==> config.mk <==
export PLATFORM = sky130hd
export DESIGN_NAME = serial_pattern_gen
export DESIGN_NICKNAME = d
export VERILOG_FILES = /design/src/rtl/serial_pattern_gen.sv
export SDC_FILE = /design/constraint.sdc
export NUM_CORES = 1
export LEC_CHECK = 0
export ABC_AREA = 0
export CORE_MARGIN = 8
export CORE_UTILIZATION = 56
export DETAILED_ROUTE_END_ITERATION = 8
export GPL_ROUTABILITY_DRIVEN = 0
export PLACE_DENSITY = 0.82
export SYNTH_ARGS = -nofsm -noshare
export SYNTH_HDL_FRONTEND = slang
export SYNTH_SLANG_ARGS = --single-unit
==> constraint.sdc <==
create_clock -name clock -period 2.6 [get_ports clock]
set_input_delay 0.52 -clock clock [delete_from_list [all_inputs] [get_ports clock]]
set_output_delay 0.52 -clock clock [all_outputs]
set_load 0.03 [all_outputs]
==> src/rtl/serial_pattern_gen.sv <==
// serial_pattern_gen: serial pattern transmitter for the string-recognition datapath.
//
// Latches a WIDTH-bit pattern on start and shifts it out MSB-first, one bit per clock,
// for a programmable number of back-to-back repetitions (rep_in == 0 behaves as 1).
// It is a Moore FSM with a start/busy/done handshake.
//
// Optional build macro: SERIAL_PATTERN_GEN_PARITY_EN
//   When defined, an even-parity bit (^pattern) follows every word.
//
// Ports:
//   clock       in   rising-edge system clock
//   reset       in   asynchronous, active-high; forces IDLE and clears all outputs
//   start       in   transmission request, sampled only in IDLE
//   pattern_in  in   [WIDTH-1:0] pattern to send, MSB first
//   rep_in      in   [REP_W-1:0] number of repetitions (0 treated as 1)
//   seq_out     out  serial bit stream
//   bit_valid   out  seq_out carries a pattern (or parity) bit
//   busy        out  transfer in progress (same timing as bit_valid)
//   done        out  one-cycle pulse after the final bit
module serial_pattern_gen #(
    parameter int unsigned WIDTH = 4,
    parameter int unsigned REP_W = 4
) (
    input  logic             clock,
    input  logic             reset,
    input  logic             start,
    input  logic [WIDTH-1:0] pattern_in,
    input  logic [REP_W-1:0] rep_in,
    output logic             seq_out,
    output logic             bit_valid,
    output logic             busy,
    output logic             done
);

    localparam int unsigned CntW = (WIDTH > 1) ? $clog2(WIDTH) : 1;
    localparam logic [CntW-1:0] LastCnt = CntW'(WIDTH - 1);

`ifdef SERIAL_PATTERN_GEN_PARITY_EN
    typedef enum logic [1:0] {StIdle, StShift, StParity, StDone} state_e;
`else
    typedef enum logic [1:0] {StIdle, StShift, StDone} state_e;
`endif

    state_e           state_q, state_d;
    logic [WIDTH-1:0] shreg_q, shreg_d;
    logic [WIDTH-1:0] pat_q, pat_d;
    logic [CntW-1:0]  cnt_q, cnt_d;
    logic [REP_W-1:0] reps_q, reps_d;
    logic             seq_q, seq_d;
    logic             valid_q, valid_d;
    logic             done_q, done_d;

    // Next-state logic; outputs are then decoded from the next state so they can be
    // registered and still line up with the state they describe.
    always_comb begin
        state_d = state_q;
        shreg_d = shreg_q;
        pat_d   = pat_q;
        cnt_d   = cnt_q;
        reps_d  = reps_q;

        case (state_q)
            StIdle: begin
                if (start) begin
                    shreg_d = pattern_in;
                    pat_d   = pattern_in;
                    reps_d  = (rep_in == '0) ? REP_W'(1) : rep_in;
                    cnt_d   = LastCnt;
                    state_d = StShift;
                end
            end
            StShift: begin
                shreg_d = shreg_q << 1;
                cnt_d   = cnt_q - CntW'(1);
                if (cnt_q == '0) begin
`ifdef SERIAL_PATTERN_GEN_PARITY_EN
                    state_d = StParity;
`else
                    if (reps_q > REP_W'(1)) begin
                        // Reload for the next word with no idle gap.
                        reps_d  = reps_q - REP_W'(1);
                        shreg_d = pat_q;
                        cnt_d   = LastCnt;
                    end else begin
                        state_d = StDone;
                    end
`endif
                end
            end
`ifdef SERIAL_PATTERN_GEN_PARITY_EN
            StParity: begin
                if (reps_q > REP_W'(1)) begin
                    reps_d  = reps_q - REP_W'(1);
                    shreg_d = pat_q;
                    cnt_d   = LastCnt;
                    state_d = StShift;
                end else begin
                    state_d = StDone;
                end
            end
`endif
            StDone: state_d = StIdle;
            default: state_d = StIdle;
        endcase

        seq_d   = 1'b0;
        valid_d = 1'b0;
        if (state_d == StShift) begin
            seq_d   = shreg_d[WIDTH-1];
            valid_d = 1'b1;
        end
`ifdef SERIAL_PATTERN_GEN_PARITY_EN
        if (state_d == StParity) begin
            seq_d   = ^pat_d;
            valid_d = 1'b1;
        end
`endif
        done_d = (state_d == StDone);
    end

    always_ff @(posedge clock or posedge reset) begin
        if (reset) begin
            state_q <= StIdle;
            shreg_q <= '0;
            pat_q   <= '0;
            cnt_q   <= '0;
            reps_q  <= '0;
            seq_q   <= 1'b0;
            valid_q <= 1'b0;
            done_q  <= 1'b0;
        end else begin
            state_q <= state_d;
            shreg_q <= shreg_d;
            pat_q   <= pat_d;
            cnt_q   <= cnt_d;
            reps_q  <= reps_d;
            seq_q   <= seq_d;
            valid_q <= valid_d;
            done_q  <= done_d;
        end
    end

    assign seq_out   = seq_q;
    assign bit_valid = valid_q;
    assign busy      = valid_q;
    assign done      = done_q;

endmodule

==> results.ini, run 1 <==
[place]
pre_cts_ws_ns = 0.620
port_buffers = 14
dp_hpwl_mm = 1.54

[sta]
finalCriticalPeriod_ns = 1.82
finalSetupViolCount = 0
finClkSkew_ns = 0.00494
hold_viol = 0
drv_slew = 0
rsz0062_at_grt = no
period_share_pct = 70.2
fmax_ghz = 0.548
layout_setup_ws_ns = 0.776
tns_ns = 0
worstMarginPinSlew_ns = 0.694
hold_ws_ns = 0.500
slew_headroom_pct = 53.7

[drt]
drt-pass1-iter-count = 4
drt_iter0_drc = 18
dr_total_vias = 764
routed.top_layer = met4
vias_per_cell = 5.74
dr_wl_met3_um = 108
wl_met1_um = 929
drcViolationCount = 0
routedWlPerCell_um = 15.6
wl_met2_um = 996
totalWireLength_mm = 2.07
postRouteAntennaNets = 0

[clock_network]
cts_resized = 0
cts_tree = built
cts_setup_buffers = 0
cts-root-buf = clkbuf_4
numCtsBuffers = 3
clk_latency_ns = 0.29
h-tree-depth = 1
clock_sinks = 18
cts_hold_buf = 0
cts_buffer_depth = 2
path_clk_slew_ns = 0.09

[synthesis]
syn_avg_cell_area_sq_um = 10.4
synth-seq-cells = 18
synth.top_cells.by_count = dfrtp_1 (18), nand2_1 (8), inv_1 (7)
synth_largest_area_cell = dfrtp_1
synth.area.top_cells = dfrtp_1 (45%), mux2_1 (4.5%), ha_1 (3.8%)
synth.distinct_cells = 36
synth_edf_count = 0
syn_area_sq_um = 997
synth_nets = 110
yosysMostFrequentCell = dfrtp_1
synth_seq_area_share_pct = 45.2
async_flop_share_pct = 100
ys.flop_type = dfrtp_1
postSynthCellCount = 96
yosysTopAreaCellShare_pct = 45.2
ys_warn_count = 0

[grt]
gr-total-overflow = 0
track_usage_pct = 13.3
grt_pass1_vias = 825
grt_pass1_wl_mm = 3.57
antenna_found_initial = 0
grt_start_max_net_pins = 19

[pwr]
power.density_mw_per_mm2 = 1170
ir_worst_vdd_uv = 540
p_leak_nw = 0.490
p_total_mw = 1.35

[critical_path]
critPathTopFamily = buffers and inverters
crit_path_cell_trace = clkdlybuf4s50_1
crit_path_start_kind = flop
cp_slowest_cell = clkdlybuf4s50_1
cpPeakStageDelay_ns = 0.67
criticalPathCategory = reg2out
crit_buf_inv = 1
arrival_ns = 1.30
crit_required_ns = 2.08
cp-end-kind = output pin
cp_max_fo = 2

[floorplan]
coreArea_sq_mm = 0.00171
io_pins = 15
die_width_um = 58.2
die_h_um = 58.2
dieArea_sq_mm = 0.00339
initial_core_util_pct = 58.4
num_rows = 15

[finish]
n_antenna_cell = 0
layout-drive-gt1-share_pct = 10.2
fin_util_pct = 67.5
fin_nets = 124
area_delta_synth_final_pct = 15.6

[run]
maxCapViolations = 0

[outcome]
run_status = complete, no violations

[worst_hold_path]
hp-class = reg2reg

-- per-layer routing --
metal	vias up	GRT usage [%]
li1	367	-
met1	370	15.5
met2	22	22.5
met3	5	2.87
met4	0	6.29
met5	-	0
-- worst paths after layout --
| kind | start | endpoint | slack (ns) | depth (start not counted) |
|---|---|---|---|---|
| setup reg to reg | state_q[0] | reps_q[0] | 0.88 | 3 |
| min in group asynchronous | reset | done | 0.63 | 2 |
| max in group asynchronous | reset | pat_q[0] | 1.53 | 2 |
| hold reg to reg | pat_q[3] | pat_q[3] | 0.50 | 1 |
| hold / removal | pat_q[3] | pat_q[3] | 0.50 | 1 |
| setup / recovery | bit_valid | busy | 0.78 | 1 |
-- area by class of cell --
class                   instances  area [sq um]
multi-input cells              66           482
fillers                       136           556
clock buffers                   3          22.5
inverters                       7          26.3
repair buffers                 14           140
flip-flops and latches         18           450
well taps                      25          31.3
-- layout by cell type (no fill, tap or decap), drive strengths merged, types with 4 or more instances in the layout --
cell type      Yosys  final
clkdlybuf4s50      0     14
nor2               5      5
dfrtp             18     18
nand2              8      8
o21ai              8      8
nor3               5      5
inv                7      7
mux2               4      4
-- power breakdown --
part           switching [mW]  internal, mW  leakage [nW]
registers               0.110         0.406         0.215
logic                   0.386         0.312         0.261
clock network          0.0830        0.0540        0.0138
-- registers in the layout, indices dropped and copies added (netlist names) --
signal,count
bit_valid,1
reps_q,4
seq_out,1
state_q,2
shreg_q,3
done,1
cnt_q,2
pat_q,4
-- cell families (layout without fill, tap and decap cells) --
logic type,after synthesis,count (layout),share of synthesized area [%]
simple gates,31,31,17.9
fa+ha+maj,3,3,3.76
compound gates,26,26,20.1
mux,6,6,6.52
buf+inv,12,24,6.52
flops,18,18,45.2
-- metrics by stage --
step,cells,area (sq um)
CTS,133,1150
floorplan,96,997
global route,133,1150
global placement,130,1130
finish,133,1150
detailed placement,130,1130
(Power assumes the default switching activity.)
==> inputs of run 2 (changes only) <==
- CORE_UTILIZATION: 56 -> 47
- PLACE_DENSITY: 0.82 -> 0.74
- clock period: 2.6 -> 1.5 ns (I/O delays scaled with it)
==> run 2 against run 1 <==
Flip-flop and latch count stayed put. Setup slack worse by 0.72 ns. Total power is 100% higher. Final cell count is 11% higher. First-iteration DRC count is 39% lower. Clock skew is 0.0017 ns higher. Combinational power is 120% higher. Clock-buffer cell count is 1 higher. Register-to-register slack worse by 0.82 ns. Worst hold slack worse by 0.19 ns. Sequential power is 70% higher. Global-route usage is 0.48 points lower. Critical endpoint is now shreg_q[1]. Largest cell class unchanged.
==> results.ini, run 2 (synthesis results as in run 1) <==
[drt]
routedWlPerCell_um = 15.2  ; -2.5%
drcViolationCount = 0  ; unchanged
drt_iter0_drc = 11  ; -7
totalWireLength_mm = 2.25  ; +8.5%
drt-pass1-iter-count = 4  ; unchanged
vias_per_cell = 5.49  ; -4.5%
postRouteAntennaNets = 0  ; unchanged
dr_total_vias = 812  ; +6.3%

[critical_path]
reg2reg_from = reps_q[3]
crit_required_ns = 1.67  ; -0.41 ns
crit_end = shreg_q[1]
criticalPathCategory = reg2reg
crit_path_start_kind = flop
crit_buf_inv = 0  ; -1
cp_slowest_cell = dfrtp_1
r2r_end = shreg_q[1]
worst-r2r-cell-count = 4  ; +1
cp.depth = 4  ; +3
cp_max_fo = 5  ; +3
critPathTopFamily = flip-flops
arrival_ns = 1.61  ; +0.31 ns
setup.worst_path.start = reps_q[3]
reg2reg_slack_ns = 0.06  ; -0.82 ns
cpPeakStageDelay_ns = 0.44  ; -0.23 ns
cp-end-kind = flop
crit_path_cell_trace = or2_4 -> o21ai_4 -> mux2i_1 -> o221ai_1

[sta]
tns_ns = 0  ; unchanged
finalCriticalPeriod_ns = 1.44
period_share_pct = 96.1
finalSetupViolCount = 0  ; unchanged
drv_slew = 0  ; unchanged
hold_viol = 0  ; unchanged
finClkSkew_ns = 0.00663  ; +0.00169 ns
worstMarginPinSlew_ns = 0.392  ; -0.302 ns
hold_ws_ns = 0.309  ; -0.191 ns
slew_headroom_pct = 73.9  ; +20 points
fmax_ghz = 0.694

[floorplan]
die_width_um = 62.1  ; +6.6%
initial_core_util_pct = 50.3  ; -8.1 points
dieArea_sq_mm = 0.00385  ; +14%
num_rows = 16  ; +1
coreArea_sq_mm = 0.00198  ; +16%
io_pins = 15  ; unchanged
die_h_um = 62.1  ; +6.6%

[clock_network]
cts_buffer_depth = 2  ; unchanged
numCtsBuffers = 3  ; unchanged
cts-root-buf = clkbuf_4
cts_hold_buf = 0  ; unchanged
cts_tree = built
clk_latency_ns = 0.30  ; about the same
clock_sinks = 18  ; unchanged
h-tree-depth = 1  ; unchanged
path_clk_slew_ns = 0.11  ; +0.02 ns

[finish]
area_delta_synth_final_pct = 31.0
fin_nets = 136  ; +9.7%
final_common_cell = dfrtp_1
finish.instance_area_sq_mm = 0.00131  ; +13%
top_regs = pat_q (4), reps_q (4), shreg_q (3)
layout-drive-gt1-share_pct = 26.4  ; +16 points
mostFrequentLayoutCells = dfrtp_1 (17), buf_4 (11), clkdlybuf4s50_1 (10)
n_antenna_cell = 0  ; unchanged

[place]
dp_hpwl_mm = 1.66  ; +7.6%
port_buffers = 14  ; unchanged
dpl_cell_area_sq_mm = 0.00121  ; +7.5%

[grt]
grt_start_max_net_pins = 19  ; unchanged
grt_pass1_vias = 831  ; +0.73%
antenna_found_initial = 0  ; unchanged
track_usage_pct = 12.8  ; -0.48 points
grt_pass1_wl_mm = 3.62  ; +1.3%
gr-total-overflow = 0  ; unchanged

[pwr]
p_leak_nw = 0.559  ; +14%
seqPwrFrac_pct = 32.2  ; -6.0 points
comb_power_share_pct = 56.6  ; +4.9 points
p_sw_mw = 1.12  ; +94%
power.density_mw_per_mm2 = 2080  ; +77%
clkPwrFrac_pct = 11.2  ; +1.1 points
p_sw_share_pct = 41.5  ; -1.4 points
p_int_mw = 1.59  ; +110%
ir_worst_vdd_uv = 1150  ; +110%

[run]
maxCapViolations = 0  ; unchanged

[outcome]
run_status = complete, no violations

[worst_hold_path]
hp-class = in2async

[run 2: power groups by stage]
stage               Clock [mW]  Sequential (mW)  Combinational [mW]
detailed placement           0            0.869                1.40
global route             0.326            0.895                1.68
global placement             0            0.857                1.37
CTS                      0.310            0.856                1.40
finish                   0.303            0.874                1.53
floorplan                    0            0.875               0.969
[run 2: area by class of cell]
cell class,count,area (sq um)
Clock buffer,4,36.3
Fill cell,165,676
Inverter,7,26.3
Sequential cell,18,452
Tap cell,27,33.8
Multi-Input combinational cell,66,529
Timing Repair Buffer,26,229
[run 2: per-stage QoR]
step | std cells | setup slack, ns | power, mW | utilization [%]
6_report | 148 | 0.0585 | 2.71 | 65.9
5_1_grt | 148 | -0.0554 | 2.90 | 65.9
4_1_cts | 147 | 0.00807 | 2.57 | 63.1
3_5_place_dp | 143 | -0.0836 | 2.27 | 61.3
3_3_place_gp | 143 | -0.0451 | 2.22 | 61.3
2_1_floorplan | 96 | 0.0174 | 1.84 | -
[run 2: how the worst min path moves through the flow]
| stage | from | to | slack, ns | cells after the start |
|---|---|---|---|---|
| after global routing | reset | reps_q[3] | 0.33 | 3 |
| after CTS | reset | reps_q[2] | 0.32 | 3 |
| after floorplan | reset | bit_valid | 0.24 | 1 |
| final | reset | reps_q[2] | 0.31 | 3 |
| after global placement | pat_q[2] | pat_q[2] | 0.47 | 1 |
| after detailed placement | pat_q[2] | pat_q[2] | 0.48 | 1 |
[run 2: routing by layer]
| metal | up-vias | track usage (%) | wire (um) |
|---|---|---|---|
| li1 | 395 | - | - |
| met1 | 402 | 15.0 | 962 |
| met2 | 13 | 22.1 | 1200 |
| met3 | 2 | 2.47 | 74 |
| met4 | 0 | 5.19 | 12 |
| met5 | - | 0 | 0 |
[run 2: worst register-to-register path: stages (launching register included)]
cell      delay [ns]
dfrtp_1         0.44
or2_4           0.30
o21ai_4         0.22
mux2i_1         0.22
o221ai_1        0.13
[run 2: what timing repair did]
| action | 4_1_cts | 5_1_grt |
|---|---|---|
| endpoints found under the setup margin | 8 | 9 |
| hold endpoints to repair | 0 | 0 |
| gates cloned | 0 | 0 |
| buffers inserted | 0 | 1 |
| gates resized for setup | 5 | 11 |
| pin swaps | 0 | 5 |
